--- config.mk ---
export PLATFORM = sky130hd
export DESIGN_NAME = timer_counter
export DESIGN_NICKNAME = d
export VERILOG_FILES = /design/src/rtl/timer_pkg.sv /design/src/rtl/sync_edge_det.sv /design/src/rtl/timer_counter.sv
export SDC_FILE = /design/constraint.sdc
export NUM_CORES = 1
export LEC_CHECK = 0
export BUFFER_PORTS_ARGS = -buffer_cell sky130_fd_sc_hd__buf_2
export CORE_MARGIN = 2
export CORE_UTILIZATION = 40
export CTS_CLUSTER_DIAMETER = 200
export CTS_CLUSTER_SIZE = 30
export DETAILED_ROUTE_END_ITERATION = 6
export HOLD_SLACK_MARGIN = 0.03
export PLACE_DENSITY = 0.74
export SLEW_MARGIN = 20
export SYNTH_ARGS = -nofsm -noshare
export SYNTH_HDL_FRONTEND = slang
export SYNTH_SLANG_ARGS = --single-unit
--- constraint.sdc ---
create_clock -name clk -period 1.6 [get_ports clk]
set_input_delay 0.24 -clock clk [delete_from_list [all_inputs] [get_ports clk]]
set_output_delay 0.24 -clock clk [all_outputs]
set_load 0.03 [all_outputs]
--- src/rtl/timer_pkg.sv ---
`default_nettype none
// ============================================================================
//  Module      : timer_pkg
//  Description : Shared constants for the 16-bit timer/counter block.
//                TIMER_WIDTH        - default counter width in bits
//                TIMER_SYNC_STAGES  - default synchronizer depth on async pins
//                MODE_TIMER/COUNTER - encodings of the c_t mode select
//  Revision    : 1.0  initial release
// ============================================================================
package timer_pkg;

    localparam int   TIMER_WIDTH       = 16;
    localparam int   TIMER_SYNC_STAGES = 2;

    localparam logic MODE_TIMER        = 1'b0;   // count clk cycles
    localparam logic MODE_COUNTER      = 1'b1;   // count cin falling edges

endpackage : timer_pkg
`default_nettype wire

--- src/rtl/sync_edge_det.sv ---
`default_nettype none
// ============================================================================
//  Module      : sync_edge_det
//  Description : Multi-flop synchronizer for an asynchronous input, followed by
//                a history flop used to detect 1->0 transitions of the
//                synchronized level.
//  Ports       : clk    - system clock
//                reset  - synchronous active-low reset, clears all flops to 0
//                din    - asynchronous input
//                level  - synchronized level of din
//                fall   - one-cycle pulse on a 1->0 change of level
//  Revision    : 1.0  initial release
// ============================================================================
module sync_edge_det
    import timer_pkg::*;
#(
    parameter int SYNC_STAGES = TIMER_SYNC_STAGES
) (
    input  logic clk,
    input  logic reset,
    input  logic din,
    output logic level,
    output logic fall
);

    logic [SYNC_STAGES-1:0] r_sync;
    logic                   r_hist;

    always_ff @(posedge clk) begin
        if (!reset) begin
            r_sync <= '0;
            r_hist <= 1'b0;
        end else begin
            r_sync[0] <= din;
            for (int i = 1; i < SYNC_STAGES; i++) begin
                r_sync[i] <= r_sync[i-1];
            end
            r_hist <= r_sync[SYNC_STAGES-1];
        end
    end

    assign level = r_sync[SYNC_STAGES-1];

    // History still high while the synchronized level has just dropped.
    assign fall  = r_hist & ~r_sync[SYNC_STAGES-1];

endmodule : sync_edge_det
`default_nettype wire

--- src/rtl/timer_counter.sv ---
`default_nettype none
// ============================================================================
//  Module      : timer_counter
//  Description : 8051-style 16-bit timer/counter. In timer mode (c_t=0) it
//                counts clk cycles; in counter mode (c_t=1) it counts falling
//                edges of the external cin pin. Counting requires tr=1 and,
//                when gate=1, a high synchronized intx.
//  Ports       : clk    - system clock
//                reset  - synchronous active-low reset
//                gate   - 1: counting also needs intx high
//                intx   - external gate pin (asynchronous)
//                tr     - run control
//                cin    - external count input (asynchronous)
//                c_t    - mode select (0 timer, 1 counter)
//                count  - registered counter value
//  Revision    : 1.0  initial release
// ============================================================================
module timer_counter
    import timer_pkg::*;
#(
    parameter int WIDTH       = TIMER_WIDTH,
    parameter int SYNC_STAGES = TIMER_SYNC_STAGES
) (
    input  logic             clk,
    input  logic             reset,
    input  logic             gate,
    input  logic             intx,
    input  logic             tr,
    input  logic             cin,
    input  logic             c_t,
    output logic [WIDTH-1:0] count
);

    logic             w_cin_level_unused;
    logic             w_cin_fall;
    logic             w_intx_s;
    logic             w_intx_fall_unused;
    logic             w_run;
    logic             w_inc;
    logic [WIDTH-1:0] r_count;

    // The cin synchronizer runs regardless of mode or run so that switching
    // c_t never exposes a stale history bit as a fresh falling edge.
    sync_edge_det #(
        .SYNC_STAGES (SYNC_STAGES)
    ) u_cin_sync (
        .clk   (clk),
        .reset (reset),
        .din   (cin),
        .level (w_cin_level_unused),
        .fall  (w_cin_fall)
    );

    sync_edge_det #(
        .SYNC_STAGES (SYNC_STAGES)
    ) u_intx_sync (
        .clk   (clk),
        .reset (reset),
        .din   (intx),
        .level (w_intx_s),
        .fall  (w_intx_fall_unused)
    );

    assign w_run = tr & (~gate | w_intx_s);

    // A falling edge seen while not running is simply dropped.
    assign w_inc = w_run & ((c_t == MODE_TIMER) |
                            ((c_t == MODE_COUNTER) & w_cin_fall));

    always_ff @(posedge clk) begin
        if (!reset) begin
            r_count <= '0;
        end else if (w_inc) begin
            r_count <= r_count + {{(WIDTH-1){1'b0}}, 1'b1};  // wraps naturally
        end
    end

    assign count = r_count;

endmodule : timer_counter
`default_nettype wire

==> run_results.csv <==
group,metric,value,unit
worst_setup_path,required,1840,ps
synthesis,synth_compound_area_share,19.8,%
sta,final_max_slew_viol_count,0,
place,dpl_worst_slack,-29.5,ps
pwr,power.switching,0.193,mW
flow_run,maxCapViolations,0,
sta,fin_worst_hold_slack,128,ps
layout,area_growth,29.9,%
cts,h-tree-depth,1,
min_path,min_path_type,"in -> reg",
pwr,clockPowerShare,30.4,%
cts,ctsLongestPathBuffers,2,
worst_setup_path,criticalPathCategory,"reg -> reg",
worst_setup_path,cp_slowest_cell,"or4_4",
worst_setup_path,critical-path-max-stage-delay,520,ps
synthesis,synth_cells,99,
drt,drtPass1Iterations,4,
die,dieArea,0.00277,sq mm
synthesis,synth_ff_type,"dfxtp_1",
sta,final.period_utilization,96.3,%
worst_setup_path,critPathBufInv,0,
grt,grt_first_pass_wirelength,3440,microns
worst_setup_path,worstSetupStartpointType,"flip-flop",
run_status,status,"finished, final reports clean",
grt,antenna_found_initial,0,
drt,vias_per_cell,5.60,
layout,diodes,0,
die,die_x,52.7,microns
worst_setup_path,arrival,1780,ps
drt,antenna_left,0,
drt,drt_iter0_drc,17,
synthesis,synth_top_area_cell,"dfxtp_1",
drt,drc,0,
worst_setup_path,end_kind,"flip-flop",
synthesis,synthAdderAreaFrac,1.32,%
layout,post-route-util,55.1,%
sta,fin_skew,1.32,ps
synthesis,synth_top_family_by_area,"simple AND/OR/NAND/NOR gates",
synthesis,synthMuxAreaShare,1.06,%
synthesis,yosysTopAreaCellShare,44.4,%
cts,clk_latency,300,ps
grt,grt_max_degree,17,
synthesis,synth-edff-count,0,
place,place_congestion,0.782,
synthesis,synth_cell_types,29,
drt,routedWlPerCell,13.8,microns
layout,nNetsFinal,143,
sta,hold_viol,0,
sta,fin_tns_setup,0,ps
worst_setup_path,crit_chain,"ha_1 -> and2_4 -> o2111ai_4 -> or4_4 -> a21oi_2",
synthesis,syn_nets,107,
synthesis,netlist_area,947,sq um
pwr,ir_drop,0.443,mV
place,place.port_buffers,22,
die,rows,17,
pwr,switching_share,23.1,%
die,initial_utilization,42.4,%
worst_setup_path,critPathMaxFanout,6,
pwr,seqPwrFrac,63.5,%
cts,ctsHoldBuffers,0,
worst_setup_path,critical-path-top-delay-family,"simple AND/OR/NAND/NOR gates",
drt,routed_wl,2240,microns
pwr,internal_power,0.645,mW
synthesis,synth-async-reset-ratio,0,%
pwr,p_comb_share,6.1,%
cts,clock_sinks,21,
grt,grt_pass1_vias,808,
layout,fillers,201,
grt,grt-ovfl-total,0,
cts,cts_root_buf,"clkbuf_4",
sta,setup_viol,0,
synthesis,yosys.area_share.simple,24.8,%
cts,cts_tree,"done",
cts,clk_pin_slew,110,ps
sta,layout_setup_ws,59.3,ps
die,coreArea,0.00223,sq mm
cts,numCtsBuffers,3,
die,die_h,52.7,microns
sta,fin_crit,1540,ps
sta,slew_headroom,65.0,%
synthesis,synth_xor_area_share,2.77,%
place,dp_hpwl,1470,microns
synthesis,synth.ff_latch_count,21,
grt,grtUsageTotal,16.8,%
pwr,leakage,0.492,nW
layout,drive_above_1_share,39.6,%
synthesis,ys.warnings.count,0,
pwr,power_density,682,mW/mm^2
sta,worst_slew_pin_slew,524,ps
synthesis,syn_area_per_cell,9.57,sq um
synthesis,ys_top_cells_by_area,"dfxtp_1, a21oi_1, o31ai_1",
die,ios,23,
sta,fmax,649,MHz
synthesis,yosysSeqAreaShare,44.4,%
drt,dr_total_vias,908,
per-stage QoR:
step / cells / total power, mW / cell area, sq um
floorplan: 99 / 0.572 / 958
global placement: 155 / 0.584 / 1140
detailed placement: 155 / 0.587 / 1140
CTS: 159 / 0.840 / 1180
global route: 162 / 0.877 / 1230
finish: 162 / 0.839 / 1230
path summary, 6_finish.rpt:
path	start	end	slack [ps]	cells past startpoint
setup reg to reg	count[0]	count[14]	60	5
hold reg to reg	u_intx_sync.r_sync[0]	u_intx_sync.r_sync[1]	460	1
setup / recovery	count[0]	count[14]	60	5
hold / removal	cin	u_cin_sync.r_sync[0]	130	2
power groups by stage:
| stage | Clock [mW] | Sequential, mW | Combinational [mW] |
|---|---|---|---|
| after floorplan | 0 | 0.549 | 0.0227 |
| after detailed placement | 0 | 0.544 | 0.0422 |
| after global routing | 0.287 | 0.533 | 0.0565 |
| final | 0.255 | 0.532 | 0.0509 |
| after CTS | 0.263 | 0.533 | 0.0437 |
| after global placement | 0 | 0.544 | 0.0401 |
area by class of cell:
type / instances / area, sq um / share of cell area, %
clock buffer: 4 / 26.3 / 2.14
inverter: 4 / 15.0 / 1.22
multi-input combinational: 71 / 522 / 42.4
sequential: 21 / 432 / 35.1
tap: 28 / 35.0 / 2.85
timing repair buffer: 34 / 200 / 16.3
metal layers:
metal	vias up	wire, microns	GRT usage, %
met4	0	63	9.83
met3	9	98	2.29
met1	423	951	20.6
li1	449	-	-
met2	27	1120	27.9
met5	-	0	0
cell usage after synthesis (4+ instances only):
master and count:
and2_1 5, inv_1 4, o21ai_0 4, a21oi_1 12, nand2_1 4, dfxtp_1 21, nor2_1 4, o31ai_1 8
nand3_1 4, or4_1 8
kinds of logic after synthesis:
logic type	after synthesis
simple gates	37
xor+xnor	3
buf+inv	8
flops	21
fa+ha+maj	1
compound gates	28
mux	1
worst reg2reg max path: cells and delay by family, from the launching register on:
family | cells | cell delay (ps)
AO/OA/AOI/OAI | 2 | 290
adder cells (fa/ha/maj) | 1 | 130
AND/OR/NAND/NOR | 2 | 690
flip-flops | 1 | 370
flip-flops by register name (all words and copies together) (netlist names):
register / count
count: 16
u_cin_sync.r_hist: 1
u_intx_sync.r_sync: 2
u_cin_sync.r_sync: 2
cells in the final DEF, fill, tap and decap left out, types with 2 or more instances in the layout:
| cell | count |
|---|---|
| inv_1 | 4 |
| o2111ai_4 | 2 |
| nand3_1 | 4 |
| o31ai_1 | 8 |
| and3_1 | 2 |
| a21oi_1 | 11 |
| or3_2 | 2 |
| xnor2_1 | 2 |
| clkbuf_4 | 3 |
| or3_1 | 2 |
| dfxtp_1 | 16 |
| buf_4 | 12 |
| buf_2 | 22 |
| nand2_1 | 4 |
| and2_1 | 5 |
| dfxtp_4 | 2 |
| dfxtp_2 | 3 |
| or4_1 | 7 |
| nor2_1 | 4 |
| o21ai_0 | 4 |
timing repair:
action                     in CTS  in global routing
setup buffers                   0                  2
gates cloned                    0                  1
pin swaps                       0                  1
resized for setup               1                  4
setup endpoints to repair       3                 10
No activity file was read; power rests on OpenSTA's default activity.
